[src/rtl/acc_tx.sv]
// acc_tx: frames the 128-bit accumulator result out to the UART as a byte stream.
// Frame: HEADER, then BYTES data bytes LSB-first, then an optional checksum byte.
// Optional feature macro: ACC_TX_CHECKSUM_EN appends an 8-bit modular sum of the data bytes.
//
// state    | meaning
// ---------+-----------------------------------------------------------
// IDLE     | waiting for start; snapshots big and loads header on accept
// LOAD     | waiting for the uart to be idle before strobing data_tx
// STROBE   | one-cycle transmit strobe with data_tx stable
// WAIT_HI  | waiting for the uart to accept (busy_tx high), 2-cycle timeout
// WAIT_LO  | waiting for the uart to finish the byte (busy_tx low)
// NEXT     | selects the next data/checksum byte or finishes the frame
// DONE     | one-cycle done pulse, busy drops
module acc_tx #(
  parameter int         BYTES  = 16,
  parameter logic [7:0] HEADER = 8'hA5
) (
  input  logic               clk,
  input  logic               rst,
  input  logic               start,
  input  logic [8*BYTES-1:0] big,
  input  logic               busy_tx,
  output logic               transmit,
  output logic [7:0]         data_tx,
  output logic               busy,
  output logic               done
);

  localparam int            IW       = $clog2(BYTES + 1);
  localparam logic [IW-1:0] LAST_IDX = IW'(BYTES);

  typedef enum logic [2:0] {
    S_IDLE, S_LOAD, S_STROBE, S_WAIT_HI, S_WAIT_LO, S_NEXT, S_DONE
  } state_t;

  state_t             state_q, state_d;
  logic [8*BYTES-1:0] snap_q, snap_d;
  logic [IW-1:0]      index_q, index_d;
  logic               busy_q, busy_d;
  logic [7:0]         data_q, data_d;
  logic               tmo_q, tmo_d;
`ifdef ACC_TX_CHECKSUM_EN
  logic [7:0]         csum_q, csum_d;
  logic               csum_sent_q, csum_sent_d;
`endif

  // State and datapath registers, cleared asynchronously so a reset aborts a frame at once.
  always_ff @(posedge clk or posedge rst) begin
    if (rst) begin
      state_q     <= S_IDLE;
      snap_q      <= '0;
      index_q     <= '0;
      busy_q      <= 1'b0;
      data_q      <= 8'h00;
      tmo_q       <= 1'b0;
`ifdef ACC_TX_CHECKSUM_EN
      csum_q      <= 8'h00;
      csum_sent_q <= 1'b0;
`endif
    end else begin
      state_q     <= state_d;
      snap_q      <= snap_d;
      index_q     <= index_d;
      busy_q      <= busy_d;
      data_q      <= data_d;
      tmo_q       <= tmo_d;
`ifdef ACC_TX_CHECKSUM_EN
      csum_q      <= csum_d;
      csum_sent_q <= csum_sent_d;
`endif
    end
  end

  // Next-state and strobe decode; the snapshot shifts right so its low byte is always the next one.
  always_comb begin
    state_d     = state_q;
    snap_d      = snap_q;
    index_d     = index_q;
    busy_d      = busy_q;
    data_d      = data_q;
    tmo_d       = tmo_q;
`ifdef ACC_TX_CHECKSUM_EN
    csum_d      = csum_q;
    csum_sent_d = csum_sent_q;
`endif
    transmit    = 1'b0;
    done        = 1'b0;
    case (state_q)
      S_IDLE: begin
        if (start) begin
          snap_d      = big;
          index_d     = '0;
          busy_d      = 1'b1;
          data_d      = HEADER;
`ifdef ACC_TX_CHECKSUM_EN
          csum_d      = 8'h00;
          csum_sent_d = 1'b0;
`endif
          state_d     = S_LOAD;
        end
      end
      S_LOAD: begin
        if (!busy_tx) state_d = S_STROBE;
      end
      S_STROBE: begin
        transmit = 1'b1;
        tmo_d    = 1'b1;
        state_d  = S_WAIT_HI;
      end
      S_WAIT_HI: begin
        // A uart that never raises busy_tx must not hang the frame.
        if (busy_tx)     state_d = S_WAIT_LO;
        else if (!tmo_q) state_d = S_NEXT;
        else             tmo_d   = 1'b0;
      end
      S_WAIT_LO: begin
        if (!busy_tx) state_d = S_NEXT;
      end
      S_NEXT: begin
        if (index_q != LAST_IDX) begin
          data_d  = snap_q[7:0];
          snap_d  = snap_q >> 8;
          index_d = index_q + IW'(1);
`ifdef ACC_TX_CHECKSUM_EN
          csum_d  = csum_q + snap_q[7:0];
`endif
          state_d = S_LOAD;
        end
`ifdef ACC_TX_CHECKSUM_EN
        else if (!csum_sent_q) begin
          data_d      = csum_q;
          csum_sent_d = 1'b1;
          state_d     = S_LOAD;
        end
`endif
        else begin
          state_d = S_DONE;
        end
      end
      S_DONE: begin
        done    = 1'b1;
        busy_d  = 1'b0;
        state_d = S_IDLE;
      end
      default: state_d = S_IDLE;
    endcase
  end

  assign busy    = busy_q;
  assign data_tx = data_q;

endmodule

[config.mk]
export PLATFORM = sky130hd
export DESIGN_NAME = acc_tx
export DESIGN_NICKNAME = d
export VERILOG_FILES = /design/src/rtl/acc_tx.sv
export SDC_FILE = /design/constraint.sdc
export NUM_CORES = 1
export LEC_CHECK = 0
export CORE_MARGIN = 1
export CORE_UTILIZATION = 45
export DETAILED_ROUTE_END_ITERATION = 10
export PLACE_DENSITY = 0.83
export SLEW_MARGIN = 20
export SYNTH_ARGS = -nofsm -noshare
export SYNTH_HDL_FRONTEND = slang
export SYNTH_SLANG_ARGS = --single-unit
[constraint.sdc]
create_clock -name clk -period 5.8 [get_ports clk]
set_clock_uncertainty 0.2 [all_clocks]
set_input_delay 1.16 -clock clk [delete_from_list [all_inputs] [get_ports clk]]
set_output_delay 1.16 -clock clk [all_outputs]
set_load 0.05 [all_outputs]
==> results of run 1 <==
-- sequential cells by signal, summed over array words and instances, names as in the netlist --
signal / count
state_q: 3
index_q: 5
data_tx: 8
tmo_q: 1
snap_q: 128
busy: 1
-- how the worst min path moves through the flow --
stage	from	end	slack, ps	cells past startpoint
after CTS	snap_q[91]$_DFFE_PP0P_	snap_q[91]$_DFFE_PP0P_	290	1
after global routing	snap_q[70]$_DFFE_PP0P_	snap_q[70]$_DFFE_PP0P_	310	1
after global placement	snap_q[18]$_DFFE_PP0P_	snap_q[18]$_DFFE_PP0P_	270	1
after floorplan	index_q[4]$_DFFE_PP0P_	index_q[4]$_DFFE_PP0P_	260	1
final	snap_q[91]$_DFFE_PP0P_	snap_q[91]$_DFFE_PP0P_	290	1
after detailed placement	snap_q[89]$_DFFE_PP0P_	snap_q[89]$_DFFE_PP0P_	280	1
-- worst max-delay path, delay by kind of cell --
kind / cells / cell delay, ps
AO/OA/AOI/OAI: 2 / 630
AND/OR/NAND/NOR: 1 / 800
buffers and inverters: 2 / 1010
-- where the power goes --
group | switching [mW] | internal, mW | leakage [nW]
sequential | 0.315 | 1.51 | 1.63
clock | 0.426 | 0.755 | 0.309
combinational | 0.766 | 0.775 | 1.29
total | 1.51 | 3.04 | 3.23
-- metal layers --
| layer | vias to the layer above | GRT usage, % |
|---|---|---|
| met2 | 186 | 35.5 |
| met3 | 27 | 5.35 |
| met5 | - | 0 |
| li1 | 2403 | - |
| met1 | 2601 | 31.2 |
| met4 | 0 | 8.96 |
-- Yosys cell counts (2+ instances only) --
master,instances
sky130_fd_sc_hd__o32a_1,112
sky130_fd_sc_hd__buf_2,19
sky130_fd_sc_hd__mux2i_1,3
sky130_fd_sc_hd__and3b_1,2
sky130_fd_sc_hd__nand4_1,2
sky130_fd_sc_hd__o21a_1,112
sky130_fd_sc_hd__clkbuf_1,36
sky130_fd_sc_hd__nand2_1,24
sky130_fd_sc_hd__buf_6,8
sky130_fd_sc_hd__o21ai_0,21
sky130_fd_sc_hd__nor4b_1,2
sky130_fd_sc_hd__inv_1,6
sky130_fd_sc_hd__nand2b_1,2
sky130_fd_sc_hd__mux2_2,2
sky130_fd_sc_hd__o32ai_1,8
sky130_fd_sc_hd__dfrtp_1,146
sky130_fd_sc_hd__nand3_1,11
sky130_fd_sc_hd__a21oi_1,9
sky130_fd_sc_hd__ha_1,2
sky130_fd_sc_hd__nor2_1,15
-- cells by family (layout without fill, tap and decap cells) --
group | Yosys count | after routing | synth area share (%)
AO/OA/AOI/OAI | 268 | 268 | 33.8
flip-flops | 146 | 146 | 55.2
buffers and inverters | 69 | 189 | 5.18
AND/OR/NAND/NOR | 63 | 63 | 4.61
multiplexers | 5 | 5 | 0.794
adder cells (fa/ha/maj) | 2 | 2 | 0.378
-- final cells by class --
class                      count  area (sq um)
fill                        1099          5410
clock inverter                12           179
sequential                   146          3650
inverter                       6          30.0
tap                          180           225
timing repair buffer         151          1490
multi-input combinational    338          2650
clock buffer                  20           467
-- cells in the final DEF (no fill, tap or decap), types with 2 or more instances in the layout --
cell	n
sky130_fd_sc_hd__ha_1	2
sky130_fd_sc_hd__dfrtp_1	146
sky130_fd_sc_hd__mux2i_1	3
sky130_fd_sc_hd__buf_4	9
sky130_fd_sc_hd__nand2b_1	2
sky130_fd_sc_hd__bufinv_16	4
sky130_fd_sc_hd__o21ai_0	21
sky130_fd_sc_hd__clkbuf_8	3
sky130_fd_sc_hd__nor2_1	15
sky130_fd_sc_hd__o32a_1	112
sky130_fd_sc_hd__clkdlybuf4s50_1	142
sky130_fd_sc_hd__clkbuf_16	17
sky130_fd_sc_hd__and3b_1	2
sky130_fd_sc_hd__inv_1	5
sky130_fd_sc_hd__mux2_2	2
sky130_fd_sc_hd__clkinv_4	2
sky130_fd_sc_hd__o21a_1	112
sky130_fd_sc_hd__nand4_1	2
sky130_fd_sc_hd__nand2_1	24
sky130_fd_sc_hd__a21oi_1	9
sky130_fd_sc_hd__o32ai_1	8
sky130_fd_sc_hd__clkinvlp_4	3
sky130_fd_sc_hd__clkinv_2	2
sky130_fd_sc_hd__nand3_1	11
-- metrics by stage --
step / utilization [%] / area [sq um] / hold WS (ps)
floorplan: - / 6620 / 259
global route: 61.6 / 8690 / 305
detailed placement: 57.0 / 8040 / 281
finish: 61.6 / 8690 / 291
CTS: 61.6 / 8690 / 293
global placement: 57.0 / 8040 / 273
==> results.py, run 1 <==
metrics = {
    "route": {
        "uppermost_routed_layer": "met4",
        "routed-wl-met3_microns": 1040,
        "wl_met2_microns": 7790,
        "vias": 5217,
        "via_per_inst": 6.12,
        "detailedRoute.firstIterationViolations": 443,
        "drt-pass1-iter-count": 7,
        "wl_per_cell_microns": 19.4,
        "routed_wirelength_microns": 16500,
        "drc_errors": 0,
        "route.antenna.remaining_nets": 0,
        "wirelength_met1_microns": 7340,
    },
    "place": {
        "globalplace.congestion": 0.790,
        "place_inst": 821,
        "place_hpwl_microns": 10600,
        "pre_cts_ws_ps": 1890,
        "io_buffer_count": 142,
    },
    "synthesis": {
        "postSynth.topFlopCell": "sky130_fd_sc_hd__dfrtp_1",
        "synth_fp_nets": 687,
        "synth_edf_count": 0,
        "syn-cell-area_sq_mm": 0.00662,
        "synthesis.instances": 553,
        "synth-seq-cells": 146,
        "yosys.area.top_type_share_pct": 55.2,
        "yosysUniqueCellTypes": 31,
        "synth_largest_area_cell": "sky130_fd_sc_hd__dfrtp_1",
        "yosysSeqAreaShare_pct": 55.2,
        "netlist_top_cells_area": "sky130_fd_sc_hd__dfrtp_1 (55%), sky130_fd_sc_hd__o32a_1 (17%), sky130_fd_sc_hd__o21a_1 (13%)",
        "avgSynthCellArea_sq_um": 12.0,
        "async_reset_ff_share_pct": 100,
        "ys_warn_count": 0,
    },
    "timing": {
        "final.min_clock_period_ps": 3490,
        "rsz0062_at_grt": "no",
        "setup_viol": 0,
        "final_hold_viol_count": 0,
        "timing.setup.tns_ps": 0,
        "final_max_slew_viol_count": 0,
        "finalCritPeriodShare_pct": 60.1,
        "worst_margin_slew_ps": 880,
        "final.setup.worst_slack_ps": 2310,
        "maxSlewHeadroom_pct": 41.1,
        "max_clock_freq_ghz": 0.287,
    },
    "cells_and_area": {
        "syn2layout_area_growth_pct": 31.3,
        "post_route_cells_drive_above_1_share_pct": 7.13,
        "antenna_cells_inserted": 0,
        "finish.net_count": 794,
        "instances_no_fill": 853,
    },
    "power_and_ir_drop": {
        "cellPowerDensity_mw_per_mm2": 523,
        "max-vdd-ir-drop_uv": 331,
        "power.static_leakage_nw": 3.23,
        "totalPowerFinal_mw": 4.55,
    },
    "setup_path": {
        "worst_ep_arrival_time_ps": 3640,
        "r2r_end": "index_q[1]$_DFFE_PP0P_",
        "rrSetupSlack_ps": 2460,
        "critical_path.endpoint_type": "flop",
        "slowest_delay_ps": 800,
        "critical_path.cell_chain": "clkdlybuf4s50_1 > or4b_4 > o21ai_4 > buf_4 > o21a_1",
        "timing.critical_path.required_ps": 5960,
        "critPathKind": "input port to flop",
        "cp-startpoint": "start",
        "endpoint": "snap_q[77]$_DFFE_PP0P_",
        "worstPathMaxFanout": 66,
        "timing.reg2reg.worst_path_depth": 7,
        "worst_path_max_delay_cell": "sky130_fd_sc_hd__or4b_4",
        "critical_path.reg2reg.startpoint": "index_q[0]$_DFFE_PP0P_",
        "crit_path_start_kind": "input port",
    },
    "run": {
        "cap_viol_max_count": 0,
    },
    "floorplanning": {
        "ioPinCount": 143,
        "initial_core_util_pct": 46.9,
        "placeableCoreArea_sq_mm": 0.0141,
        "placement_rows": 43,
        "design.die.area_sq_mm": 0.0152,
        "die_h_microns": 123,
        "fp.dieW_microns": 123,
    },
    "grt": {
        "pin_count_of_the_biggest_net_entering_global_routing": 123,
        "antenna_found_initial": 0,
        "grt-ovfl-total": 0,
        "grt_pass1_vias": 5317,
        "grt_pass1_wl_microns": 26700,
        "grt_usage_pct": 22.9,
    },
    "clocking": {
        "cts.repair.resized": 0,
        "cts.clk_slew.worst_paths_ps": 60,
        "cts_max_path_buffers": 2,
        "root_buffer": "sky130_fd_sc_hd__clkbuf_16",
        "cts_tree": "built",
        "clock_insertion_delay_worst_skew_ps": 430,
        "clock_sink_count": 146,
        "cts-buffers-inserted": 17,
        "clock_tree.htree_level_count": 4,
        "post_cts.repair.setup_buffers": 0,
        "post_cts_hold_buffer_count": 0,
    },
    "status": {
        "status": "finished, final reports clean",
    },
    "worst_hold_path": {
        "min-delay-path-class": "flop to flop",
    },
}
Note: power is estimated with default switching activity, not from simulation.
==> inputs of run 2 (changes only) <==
--- a/config.mk
+++ b/config.mk
@@ -8,7 +8,7 @@
 export CORE_MARGIN = 1
 export CORE_UTILIZATION = 45
 export DETAILED_ROUTE_END_ITERATION = 10
-export PLACE_DENSITY = 0.83
+export PLACE_DENSITY = 0.86
 export SLEW_MARGIN = 20
 export SYNTH_ARGS = -nofsm -noshare
 export SYNTH_HDL_FRONTEND = slang
==> constraint.sdc (replaced) <==
create_clock -name clk -period 3 [get_ports clk]
set_clock_uncertainty 0.2 [all_clocks]
set_input_delay 0.6 -clock clk [delete_from_list [all_inputs] [get_ports clk]]
set_output_delay 0.6 -clock clk [all_outputs]
set_load 0.05 [all_outputs]
==> run 2 against run 1 <==
- register-to-register slack worse by 2100 ps
- largest power group unchanged
- global-route usage up 0.12 points
- final cell count up 0.23%
- sequential share of layout area down 0.14 points
- critical endpoint is now transmit
- non-clock buffer count up 3
- critical path depth down 2
==> results.py, run 2 (synthesis gave the netlist of run 1 again) <==
metrics = {
    "setup_path": {
        "cp-startpoint": "state_q[2]$_DFFE_PP0P_",
        "family_of_cells_with_the_greatest_summed_delay_on_the_critical_path": "buffers and inverters",
        "slowest_delay_ps": 810,
        "worstPathMaxFanout": 11,
        "critical_path_buf_inv_count": 1,
        "critical_path.reg2reg.startpoint": "state_q[0]$_DFFE_PP0P_",
        "crit_path_start_kind": "flop",
        "critPathKind": "flop to output port",
        "timing.critical_path.required_ps": 2200,
        "critical_path.cell_chain": "nand2b_1 > nor2_1 > clkdlybuf4s50_1",
        "worst_path_max_delay_cell": "sky130_fd_sc_hd__clkdlybuf4s50_1",
        "worst_ep_arrival_time_ps": 2090,
        "critical_path.endpoint_type": "output port",
    },
    "clocking": {
        "cts_max_path_buffers": 2,
        "post_cts_hold_buffer_count": 0,
        "post_cts.repair.setup_buffers": 0,
        "root_buffer": "sky130_fd_sc_hd__clkbuf_16",
        "clock_tree.htree_level_count": 4,
        "cts.repair.resized": 0,
        "clock_sink_count": 146,
        "cts_tree": "built",
        "cts-buffers-inserted": 17,
        "cts.clk_slew.worst_paths_ps": 60,
        "clock_insertion_delay_worst_skew_ps": 410,
    },
    "worst_hold_path": {
        "min-delay-path-class": "flop to flop",
        "min-delay-start": "snap_q[77]$_DFFE_PP0P_",
    },
    "timing": {
        "maxSlewHeadroom_pct": 39.7,
        "final.min_clock_period_ps": 2890,
        "rsz0062_at_grt": "no",
        "final.setup.worst_slack_ps": 111,
        "setup_viol": 0,
        "timing.hold.ws_ps": 288,
        "worst_margin_slew_ps": 901,
        "timing.setup.tns_ps": 0,
        "finalCritPeriodShare_pct": 96.3,
        "max_clock_freq_ghz": 0.346,
        "final_max_slew_viol_count": 0,
        "final_hold_viol_count": 0,
    },
    "cells_and_area": {
        "post_route_cells_drive_above_1_share_pct": 7.26,
        "instances_no_fill": 855,
        "largest_reg_flops": 128,
        "syn2layout_area_growth_pct": 31.7,
        "layout_commonest_cell": "sky130_fd_sc_hd__dfrtp_1",
        "registers.top_by_ff_count": "snap_q",
        "antenna_cells_inserted": 0,
        "most-common-layout-cells": "sky130_fd_sc_hd__dfrtp_1 (146), sky130_fd_sc_hd__clkdlybuf4s50_1 (142), sky130_fd_sc_hd__o32a_1 (112), sky130_fd_sc_hd__o21a_1 (112), sky130_fd_sc_hd__nand2_1 (24)",
        "n_fill_cell": 1066,
        "finish.net_count": 797,
    },
    "place": {
        "globalplace.congestion": 0.785,
        "place_hpwl_microns": 10800,
        "io_buffer_count": 142,
        "pre_cts_ws_ps": 322,
        "place_inst": 824,
    },
    "route": {
        "detailedRoute.firstIterationViolations": 451,
        "via_per_inst": 6.24,
        "route.antenna.remaining_nets": 0,
        "drc_errors": 0,
        "routed_wirelength_microns": 16900,
        "wl_per_cell_microns": 19.7,
        "drt-pass1-iter-count": 7,
        "vias": 5339,
    },
    "grt": {
        "pin_count_of_the_biggest_net_entering_global_routing": 84,
        "grt_usage_pct": 23.0,
        "grt_pass1_vias": 5317,
        "antenna_found_initial": 0,
        "grt-ovfl-total": 0,
        "grt_pass1_wl_microns": 26700,
    },
    "floorplanning": {
        "fp.dieW_microns": 123,
        "placeableCoreArea_sq_mm": 0.0141,
        "design.die.area_sq_mm": 0.0152,
        "placement_rows": 43,
        "ioPinCount": 143,
        "initial_core_util_pct": 46.9,
        "die_h_microns": 123,
    },
    "power_and_ir_drop": {
        "power.static_leakage_nw": 3.24,
        "max-vdd-ir-drop_uv": 654,
        "totalPowerFinal_mw": 8.73,
        "cellPowerDensity_mw_per_mm2": 1000,
    },
    "run": {
        "cap_viol_max_count": 0,
    },
    "status": {
        "status": "finished, final reports clean",
    },
}
==> run 2: per-stage QoR <==
stage / instance area (sq um) / utilization, %
after floorplan: 6620 / -
after CTS: 8720 / 61.8
after detailed placement: 8130 / 57.6
after global routing: 8720 / 61.8
after global placement: 8130 / 57.6
final: 8720 / 61.8
==> run 2: area by class of cell <==
cell class                 count  area (sq um)  share of cell area [%]
clock buffer                  20           457                    5.24
clock inverter                11           136                    1.56
inverter                       6          26.3                   0.301
multi-input combinational    338          2650                    30.4
sequential                   146          3650                    41.9
tap                          180           225                    2.58
timing repair buffer         154          1570                    18.1
==> run 2: worst paths after layout <==
check | end | slack [ps] | cells past startpoint
max | transmit | 110 | 3
min | snap_q[77]$_DFFE_PP0P_ | 290 | 1
max reg2reg | snap_q[98]$_DFFE_PP0P_ | 370 | 5
min reg2reg | snap_q[77]$_DFFE_PP0P_ | 290 | 1
max in group asynchronous | snap_q[10]$_DFFE_PP0P_ | 1750 | 3
min in group asynchronous | snap_q[76]$_DFFE_PP0P_ | 460 | 3
==> run 2: routing by layer <==
| layer | GRT usage [%] | share of wire (%) | up-vias |
|---|---|---|---|
| met3 | 5.77 | 6.0 | 14 |
| met1 | 30.9 | 43 | 2746 |
| met5 | 0 | 0 | - |
| met2 | 37.4 | 50 | 185 |
| li1 | - | - | 2394 |
| met4 | 5.87 | 0.79 | 0 |
==> run 2: worst register-to-register path, stage by stage (launching register included) <==
cell                       delay (ps)
sky130_fd_sc_hd__dfrtp_1          510
sky130_fd_sc_hd__nand3b_1         170
sky130_fd_sc_hd__buf_4            530
sky130_fd_sc_hd__buf_4            730
sky130_fd_sc_hd__o32a_1           300
sky130_fd_sc_hd__o21a_1           130
==> run 2: report_power, final <==
group | internal [mW] | switching (mW)
Sequential | 2.92 | 0.639
Combinational | 1.54 | 1.50
Clock | 1.34 | 0.778
Total | 5.81 | 2.92
